$ cat src/rtl/lcd_req_if.sv
// Request/handshake bundle between the instruction decoder and the LCD driver.
// Bit 7 of data_loc travels with the bus but the driver ignores it.
interface lcd_req_if;
  logic       strt;
  logic [7:0] lcd_data;
  logic [7:0] data_loc;
  logic       loc_req;
  logic       lcd_done;
  logic       lcd_busy;

  modport master (
    output strt, lcd_data, data_loc, loc_req,
    input  lcd_done, lcd_busy
  );

  modport slave (
    input  strt, lcd_data, data_loc, loc_req,
    output lcd_done, lcd_busy
  );
endinterface

$ cat src/rtl/lcd_driver.sv
// Write-only HD44780 driver, 8-bit mode: power-up init, then one optionally
// positioned character per request. Every panel byte runs SETUP -> E_HIGH -> WAIT.
module lcd_driver #(
  parameter int E_PULSE_CYC  = 25,
  parameter int CMD_WAIT_CYC = 2500,
  parameter int CLR_WAIT_CYC = 100000,
  parameter int PWRUP_CYC    = 750000
) (
  input  logic       clk,
  input  logic       sys_rst_n,
  lcd_req_if.slave   req,
  output logic       lcd_rs,
  output logic       lcd_rw,
  output logic       lcd_e,
  output logic [7:0] lcd_db
);

  localparam int MAX_AB  = (E_PULSE_CYC > CMD_WAIT_CYC) ? E_PULSE_CYC : CMD_WAIT_CYC;
  localparam int MAX_CD  = (CLR_WAIT_CYC > PWRUP_CYC) ? CLR_WAIT_CYC : PWRUP_CYC;
  localparam int MAX_CYC = (MAX_AB > MAX_CD) ? MAX_AB : MAX_CD;
  localparam int CNT_W   = $clog2(MAX_CYC) + 1;

  typedef enum logic [3:0] {
    S_PWRUP, S_INIT0, S_INIT1, S_INIT2, S_INIT3,
    S_IDLE, S_ADDR, S_DATA, S_DONE
  } state_t;

  typedef enum logic [1:0] {PH_SETUP, PH_EHIGH, PH_WAIT} phase_t;

  state_t             state_q;
  phase_t             phase_q;
  logic [CNT_W-1:0]   cnt_q;
  logic               e_q, rs_q, done_q, busy_q;
  logic [7:0]         db_q;
  logic               pend_q;
  logic [7:0]         data_q;
  logic [6:0]         loc_q;
  logic               lreq_q;

  logic               in_init;
  logic               pend_d;
  logic [7:0]         data_d;
  logic [6:0]         loc_d;
  logic               lreq_d;

  // A strobe landing on the very edge INIT3 completes still counts as pending.
  assign in_init = (state_q == S_PWRUP) || (state_q == S_INIT0) || (state_q == S_INIT1) ||
                   (state_q == S_INIT2) || (state_q == S_INIT3);
  assign pend_d  = req.strt | pend_q;
  assign data_d  = req.strt ? req.lcd_data       : data_q;
  assign loc_d   = req.strt ? req.data_loc[6:0]  : loc_q;
  assign lreq_d  = req.strt ? req.loc_req        : lreq_q;

  always_ff @(posedge clk or negedge sys_rst_n) begin
    if (!sys_rst_n) begin
      state_q <= S_PWRUP;
      phase_q <= PH_SETUP;
      cnt_q   <= CNT_W'(PWRUP_CYC - 1);
      e_q     <= 1'b0;
      rs_q    <= 1'b0;
      db_q    <= 8'h00;
      done_q  <= 1'b0;
      busy_q  <= 1'b1;
      pend_q  <= 1'b0;
      data_q  <= 8'h00;
      loc_q   <= 7'h00;
      lreq_q  <= 1'b0;
    end else begin
      done_q <= 1'b0;
      if (in_init) begin
        pend_q <= pend_d;
        data_q <= data_d;
        loc_q  <= loc_d;
        lreq_q <= lreq_d;
      end

      case (state_q)
        S_PWRUP: begin
          if (cnt_q == '0) begin
            state_q <= S_INIT0;
            phase_q <= PH_SETUP;
            rs_q    <= 1'b0;
            db_q    <= 8'h38;
          end else begin
            cnt_q <= cnt_q - 1'b1;
          end
        end

        S_IDLE: begin
          if (req.strt) begin
            data_q  <= req.lcd_data;
            loc_q   <= req.data_loc[6:0];
            lreq_q  <= req.loc_req;
            state_q <= req.loc_req ? S_ADDR : S_DATA;
            phase_q <= PH_SETUP;
            rs_q    <= ~req.loc_req;
            db_q    <= req.loc_req ? {1'b1, req.data_loc[6:0]} : req.lcd_data;
            busy_q  <= 1'b1;
          end
        end

        S_DONE: begin
          state_q <= S_IDLE;
          busy_q  <= 1'b0;
        end

        default: begin
          case (phase_q)
            PH_SETUP: begin
              phase_q <= PH_EHIGH;
              e_q     <= 1'b1;
              cnt_q   <= CNT_W'(E_PULSE_CYC - 1);
            end

            PH_EHIGH: begin
              if (cnt_q == '0) begin
                e_q     <= 1'b0;
                phase_q <= PH_WAIT;
                // Clear Display needs the long settle time; a data byte 0x01 does not.
                cnt_q   <= (!rs_q && db_q == 8'h01) ? CNT_W'(CLR_WAIT_CYC - 1)
                                                    : CNT_W'(CMD_WAIT_CYC - 1);
              end else begin
                cnt_q <= cnt_q - 1'b1;
              end
            end

            PH_WAIT: begin
              if (cnt_q == '0) begin
                phase_q <= PH_SETUP;
                case (state_q)
                  S_INIT0: begin state_q <= S_INIT1; db_q <= 8'h0C; end
                  S_INIT1: begin state_q <= S_INIT2; db_q <= 8'h01; end
                  S_INIT2: begin state_q <= S_INIT3; db_q <= 8'h06; end
                  S_INIT3: begin
                    if (pend_d) begin
                      pend_q  <= 1'b0;
                      state_q <= lreq_d ? S_ADDR : S_DATA;
                      rs_q    <= ~lreq_d;
                      db_q    <= lreq_d ? {1'b1, loc_d} : data_d;
                    end else begin
                      state_q <= S_IDLE;
                      busy_q  <= 1'b0;
                    end
                  end
                  S_ADDR: begin
                    state_q <= S_DATA;
                    rs_q    <= 1'b1;
                    db_q    <= data_q;
                  end
                  default: begin
                    state_q <= S_DONE;
                    done_q  <= 1'b1;
                  end
                endcase
              end else begin
                cnt_q <= cnt_q - 1'b1;
              end
            end

            default: phase_q <= PH_SETUP;
          endcase
        end
      endcase
    end
  end

  assign lcd_e        = e_q;
  assign lcd_rs       = rs_q;
  assign lcd_rw       = 1'b0;
  assign lcd_db       = db_q;
  assign req.lcd_done = done_q;
  assign req.lcd_busy = busy_q;

endmodule

$ cat src/flat_wrapper.sv
// flat-port wrapper written by rule: the top's interface ports become plain ports
module lcd_driver_flat 
#(
  parameter int E_PULSE_CYC  = 25,
  parameter int CMD_WAIT_CYC = 2500,
  parameter int CLR_WAIT_CYC = 100000,
  parameter int PWRUP_CYC    = 750000
)
  (clk, sys_rst_n, lcd_rs, lcd_rw, lcd_e, lcd_db, req_strt, req_lcd_data, req_data_loc, req_loc_req, req_lcd_done, req_lcd_busy);
  lcd_req_if req_i ();
  input  logic clk;
  input  logic sys_rst_n;
  output logic lcd_rs;
  output logic lcd_rw;
  output logic lcd_e;
  output logic [7:0] lcd_db;
  input wire logic [$bits(req_i.strt)-1:0] req_strt;
  input wire logic [$bits(req_i.lcd_data)-1:0] req_lcd_data;
  input wire logic [$bits(req_i.data_loc)-1:0] req_data_loc;
  input wire logic [$bits(req_i.loc_req)-1:0] req_loc_req;
  output wire logic [$bits(req_i.lcd_done)-1:0] req_lcd_done;
  output wire logic [$bits(req_i.lcd_busy)-1:0] req_lcd_busy;
  assign req_i.strt = req_strt;
  assign req_i.lcd_data = req_lcd_data;
  assign req_i.data_loc = req_data_loc;
  assign req_i.loc_req = req_loc_req;
  assign req_lcd_done = req_i.lcd_done;
  assign req_lcd_busy = req_i.lcd_busy;
  lcd_driver #(.E_PULSE_CYC(E_PULSE_CYC), .CMD_WAIT_CYC(CMD_WAIT_CYC), .CLR_WAIT_CYC(CLR_WAIT_CYC), .PWRUP_CYC(PWRUP_CYC)) u_core (.clk(clk), .sys_rst_n(sys_rst_n), .req(req_i), .lcd_rs(lcd_rs), .lcd_rw(lcd_rw), .lcd_e(lcd_e), .lcd_db(lcd_db));
endmodule
$ cat config.mk
export PLATFORM = sky130hd
export DESIGN_NAME = lcd_driver_flat
export DESIGN_NICKNAME = d
export VERILOG_FILES = /design/src/rtl/lcd_req_if.sv /design/src/rtl/lcd_driver.sv /design/src/flat_wrapper.sv
export SDC_FILE = /design/constraint.sdc
export NUM_CORES = 1
export LEC_CHECK = 0
export CAP_MARGIN = 20
export CORE_MARGIN = 2
export CORE_UTILIZATION = 31
export DETAILED_ROUTE_END_ITERATION = 8
export HOLD_SLACK_MARGIN = 0.15
export SETUP_SLACK_MARGIN = 0.05
export SLEW_MARGIN = 20
export SYNTH_ARGS = -nofsm -noshare
export SYNTH_HDL_FRONTEND = slang
export SYNTH_SLANG_ARGS = --single-unit
export TNS_END_PERCENT = 50
$ cat constraint.sdc
create_clock -name clk -period 6.97 [get_ports clk]
set_input_delay 1.394 -clock clk [delete_from_list [all_inputs] [get_ports clk]]
set_output_delay 1.394 -clock clk [all_outputs]
set_load 0.01 [all_outputs]
==> results of run 1 <==
how the worst max path moves through the flow:
stage	startpoint	endpoint	slack, ps	cells past startpoint
CTS	req_strt	u_core.lcd_db[4]	3260	6
finish	req_strt	u_core.lcd_db[4]	3240	6
floorplan	req_strt	u_core.lcd_db[0]	4200	5
global placement	req_strt	u_core.lcd_db[0]	3010	6
global route	req_strt	u_core.lcd_db[5]	3100	6
detailed placement	req_strt	u_core.lcd_db[4]	2970	6
final cells by class:
cell class                      instances  area [um^2]
Multi-Input combinational cell        324         2240
Clock buffer                            6          129
Sequential cell                        56         1420
Tap cell                              168          210
Timing Repair Buffer                   33          318
Fill cell                            1232         7660
Inverter                               17         63.8
Clock inverter                          2         16.3
worst max-delay path, stage by stage:
cell and delay (ps):
clkdlybuf4s50_1 1060, nor4bb_1 200, a21oi_1 230, o21ai_0 170, a221oi_4 450, mux2_2 400
cell usage after synthesis, drive strengths merged, types with 2 or more instances:
master,count
nor2,24
clkbuf,21
nor4,9
buf,7
nand3,15
a211oi,5
a21o,3
mux2,32
o21ai,23
nand2,28
or3b,3
o31ai,5
and3,2
nand3b,2
nand2b,6
a22oi,2
nand4b,2
nor3b,2
o32a,2
a21boi,2
o221a,2
a32oi,2
o22ai,5
a21oi,37
o211ai,8
a2bb2oi,5
a22o,2
a2111oi,4
dfrtp,42
and2,3
or3,9
dfstp,14
a31oi,8
or2,7
inv,16
mux2i,9
ha,5
a221oi,2
nor3,19
nand4,4
or4,8
o22a,3
metal layers:
layer / vias up / track usage / part of all wire
met4: 0 / 0.0249 / 0.0078
met3: 9 / 0.0269 / 0.056
met1: 1656 / 0.210 / 0.46
met5: - / 0 / 0
li1: 1631 / - / -
met2: 102 / 0.254 / 0.48
kinds of logic (layout without fill, tap and decap cells):
group	after synthesis	in the layout
adders and majority gates	5	5
AOI/OAI and AO/OA	127	127
xor gates and xnor gates	1	1
and+or+nand+nor	149	149
DFF	56	56
buffers and inverters	45	58
other	1	1
muxes	41	41
through the flow:
step	power [uW]	area, um^2	util	setup slack, ps	cells
2_1_floorplan	380	3830	-	4200	425
3_3_place_gp	405	4250	0.352	3010	598
3_5_place_dp	407	4250	0.352	2970	598
4_1_cts	665	4400	0.365	3260	606
5_1_grt	683	4400	0.365	3100	606
6_report	656	4400	0.365	3240	606
power by group through the flow:
stage                     clock network (uW)  registers [uW]  logic [uW]
final                                    256             343        57.2
after global routing                     275             344        63.6
after CTS                                264             343        58.3
after detailed placement                   0             349        58.0
after global placement                     0             348        57.1
after floorplan                            0             344        36.1
==> flow_summary.yaml, run 1 <==
placed_design:
  hpwl_um: 6810
  io_buffers: 30
  gp_congestion: 0.844
sta:
  hold_violations: 0
  holdWs_ps: 500
  finalCriticalPeriod_ps: 3730
  period_share: 0.535
  fin_setup_tns_ps: 0
  finalSetupViolCount: 0
  clock_skew_ps: 8.45
  worstMarginPinSlew_ps: 989
  slew_viol_final: 0
  relSlewSlack: 0.340
  rsz0062_at_grt: "no"
  fmax_mhz: 268
power_and_ir_drop:
  p_comb_frac: 0.087
  power.share.switching: 0.236
  p_sw_uw: 155
  ir_drop_mv: 0.0948
  pwr-share-seq: 0.523
  leakagePower_uw: 0.00166
  p_int_uw: 501
  pwr_density_cell_nw_per_um2: 149
  power_frac_clock: 0.390
floorplanning:
  core_um2: 12100
  die_w_um: 115
  start_util: 0.318
  ios: 33
  fp.dieH_um: 115
  dieArea_um2: 13300
  rows: 40
critical_path:
  path_max_fanout: 24
  cp-start-kind: "primary input"
  worst_ep_arrival_time_ps: 3910
  worstSetupPathType: "primary input to flop"
  endpoint_kind: "flop"
  r2r_cells: 6
  reg2reg_from: "u_core.state_q[0]"
  r2r_end: "u_core.cnt_q[18]"
  r2r_setup_slack_ps: 3600
  cp.required_ps: 7150
logic_synthesis:
  synth_cell_type_count: 70
  ys_ff_latch: 56
  syn-num-nets: 450
  synth.top_cell.area_share: 0.274
  netlist_area_um2: 3830
  yosysWarnings: 0
  ys_seq_area_frac: 0.370
  avgSynthCellArea_um2: 9.02
  synthCells: 425
  synth_edf_count: 0
  synth_top_family_by_area: "simple AND/OR/NAND/NOR gates"
  synth_ff_type: "dfrtp_1"
  synth_xor_area_frac: 0.00228
  synthTopCellsByArea: "dfrtp_1, dfstp_2, mux2_2"
  synthArstFlopShare: 1.00
  synth-simple-area-share: 0.223
  yosysTopAreaCell: "dfrtp_1"
  synth_fa_ha_area_frac: 0.0163
  synth_mux_area_frac: 0.117
  synth_compound_area_frac: 0.222
grt:
  grt_pass1_wl_um: 16400
  grt_overflow_total: 0
  grt_antenna_before_repair: 0
  grt_usage: 0.152
  grt_max_degree: 57
  grt_pass1_vias: 3241
clock_network:
  clock_latency_ps: 290
  clock_path_buffers: 2
  cts_tree: "done"
  cts_resized: 0
  cts_root_buffer: "clkbuf_16"
  post_cts_buffers: 0
  htree_num_levels: 2
  cts.sinks: 56
  cts_buffers: 5
  cts-hold-fix-buffers: 0
  clkTransAtPathRegs_ps: 70
drt:
  dr.pass1.iters: 5
  drc_errors: 0
  wl_um: 9720
  vias: 3398
  vias_per_cell: 5.61
  ant_nets: 0
  wl_per_cell_um: 16.0
  drt_iter0_markers: 267
job:
  max-cap-violations: 0
worst_hold_path:
  min_path_cells: 2
  hold_end: "u_core.cnt_q[19]"
  hold_path_startpoint: "u_core.cnt_q[19]"
  min_path_type: "flop to flop"
cells_and_area:
  area_delta_synth_final_pct: 14.6
  drive_gt1_frac: 0.185
  antennaDiodeCount: 0
  final_common_cell: "dfrtp_1"
  final_cell_mix: "dfrtp_1, a21oi_1, mux2_2"
  layout.nets: 462
run_status:
  status: "finished, final reports clean"
No activity file was read; power rests on OpenSTA's default activity.
==> inputs of run 2 (changes only) <==
clock period = 3.2 ns   (was 6.97 ns; I/O delays follow)
==> run 2 against run 1 <==
- largest power group unchanged
- final cell count increased by 2.0%
- die area unchanged
- first-iteration DRC count decreased by 14%
- total power increased by 120%
- sequential cell count unchanged
- via count increased by 0.71%
- clock power increased by 120%
- count of clock-buffer cells in the layout unchanged
- sequential share of layout area decreased by 0.65 points
==> flow_summary.yaml, run 2 (same netlist as run 1, synthesis figures left out) <==
clock_network:
  cts_root_buffer: "clkbuf_16"
  clock_path_buffers: 2
  clock_latency_ps: 300
  htree_num_levels: 2
  clkTransAtPathRegs_ps: 70
  cts-hold-fix-buffers: 0
  cts_resized: 0
  cts_tree: "done"
  cts_buffers: 5
  post_cts_buffers: 0
  cts.sinks: 56
drt:
  dr.pass1.iters: 5
  ant_nets: 0
  wl_per_cell_um: 16.4
  vias: 3422
  drt_iter0_markers: 230
  drc_errors: 0
  vias_per_cell: 5.54
  wl_um: 10100
grt:
  grt_overflow_total: 0
  grt_pass1_vias: 3332
  grt_max_degree: 42
  grt_antenna_before_repair: 0
  grt_usage: 0.157
  grt_pass1_wl_um: 16900
cells_and_area:
  layout.nets: 474
  fin_util: 0.372
  final_common_cell: "dfrtp_1"
  antennaDiodeCount: 0
  area_delta_synth_final_pct: 17.0
  final_cell_mix: "dfrtp_1, a21oi_1, mux2_2"
  drive_gt1_frac: 0.207
  final_cells: 618
floorplanning:
  start_util: 0.318
  ios: 33
  dieArea_um2: 13300
  fp.dieH_um: 115
  rows: 40
  core_um2: 12100
  die_w_um: 115
sta:
  fmax_mhz: 374
  worstMarginPinSlew_ps: 947
  relSlewSlack: 0.369
  rsz0062_at_grt: "no"
  period_share: 0.835
  clock_skew_ps: 6.88
  fin_setup_tns_ps: 0
  holdWs_ps: 481
  hold_violations: 0
  slew_viol_final: 0
  finalCriticalPeriod_ps: 2670
  finalSetupViolCount: 0
critical_path:
  path_max_fanout: 6
  endpoint_kind: "flop"
  r2r_setup_slack_ps: 530
  worstPathCellList: "inv_1 > ha_1 > or3b_4 > nor4_4 > a21oi_1 > a2111oi_2 > buf_4 > a21oi_1"
  worstSetupPathType: "flop to flop"
  reg2reg_from: "u_core.cnt_q[0]"
  worst_ep_arrival_time_ps: 2890
  r2r_end: "u_core.cnt_q[5]"
  cp.required_ps: 3420
  cpMostUsedCell: "a21oi_1"
  cp_slowest_stage_delay_ps: 650
  r2r_cells: 8
  cp-start-kind: "flop"
  slowest_stage: "a2111oi_2"
power_and_ir_drop:
  leakagePower_uw: 0.00172
  p_total_uw: 1430
  pwr_density_cell_nw_per_um2: 319
  ir_drop_mv: 0.222
placed_design:
  gp_congestion: 0.898
  place_inst: 610
  hpwl_um: 7300
  io_buffers: 30
job:
  max-cap-violations: 0
run_status:
  status: "finished, final reports clean"
worst_hold_path:
  min_path_type: "primary input to async pin"
[run 2: cell types whose count changed in the layout (fill, tap and decap cells not counted), sizes merged]
| cell | delta |
|---|---|
| buf | +12 |
[run 2: layer usage]
layer / part of all wire / vias up / wire [um] / GRT usage
met5: 0 / - / 0 / 0
met4: 0.015 / 0 / 155 / 0.0410
met3: 0.057 / 15 / 575 / 0.0269
met2: 0.47 / 118 / 4800 / 0.254
met1: 0.45 / 1639 / 4600 / 0.217
li1: - / 1650 / - / -
[run 2: per-stage QoR]
stage                     cell area, um^2  setup slack (ps)
after floorplan                      3830               789
after global placement               4340               481
after detailed placement             4340               448
after CTS                            4490               496
after global routing                 4490               239
final                                4490               527
[run 2: how the worst max path moves through the flow]
stage                                 start          endpoint  slack (ps)
after CTS                   u_core.cnt_q[0]   u_core.cnt_q[5]         500
final                       u_core.cnt_q[0]   u_core.cnt_q[5]         530
after global routing      u_core.state_q[3]  u_core.cnt_q[18]         240
after floorplan             u_core.cnt_q[0]  u_core.lcd_db[0]         790
after global placement             req_strt  u_core.lcd_db[0]         480
after detailed placement           req_strt  u_core.lcd_db[3]         450
[run 2: layout make-up]
type | instances | area [um^2]
clock buffers | 6 | 129
clock inverters | 2 | 16.3
fillers | 1240 | 7570
well taps | 168 | 210
repair buffers | 45 | 408
inverters | 17 | 63.8
multi-input cells | 324 | 2240
flip-flops and latches | 56 | 1420
[run 2: power by group]
part	switching, uW	leakage (uW)	internal [uW]	total (uW)
Sequential	17.5	0.000671	728	746
Combinational	56.3	0.000987	71.4	128
Clock	265	0.0000671	293	558
[run 2: worst max-delay path, delay by kind of cell, from the launching register on]
kind	cells	cell delay (ps)
AOI/OAI and AO/OA	3	860
and+or+nand+nor	2	830
DFF	1	390
buffers and inverters	2	330
adders and majority gates	1	170
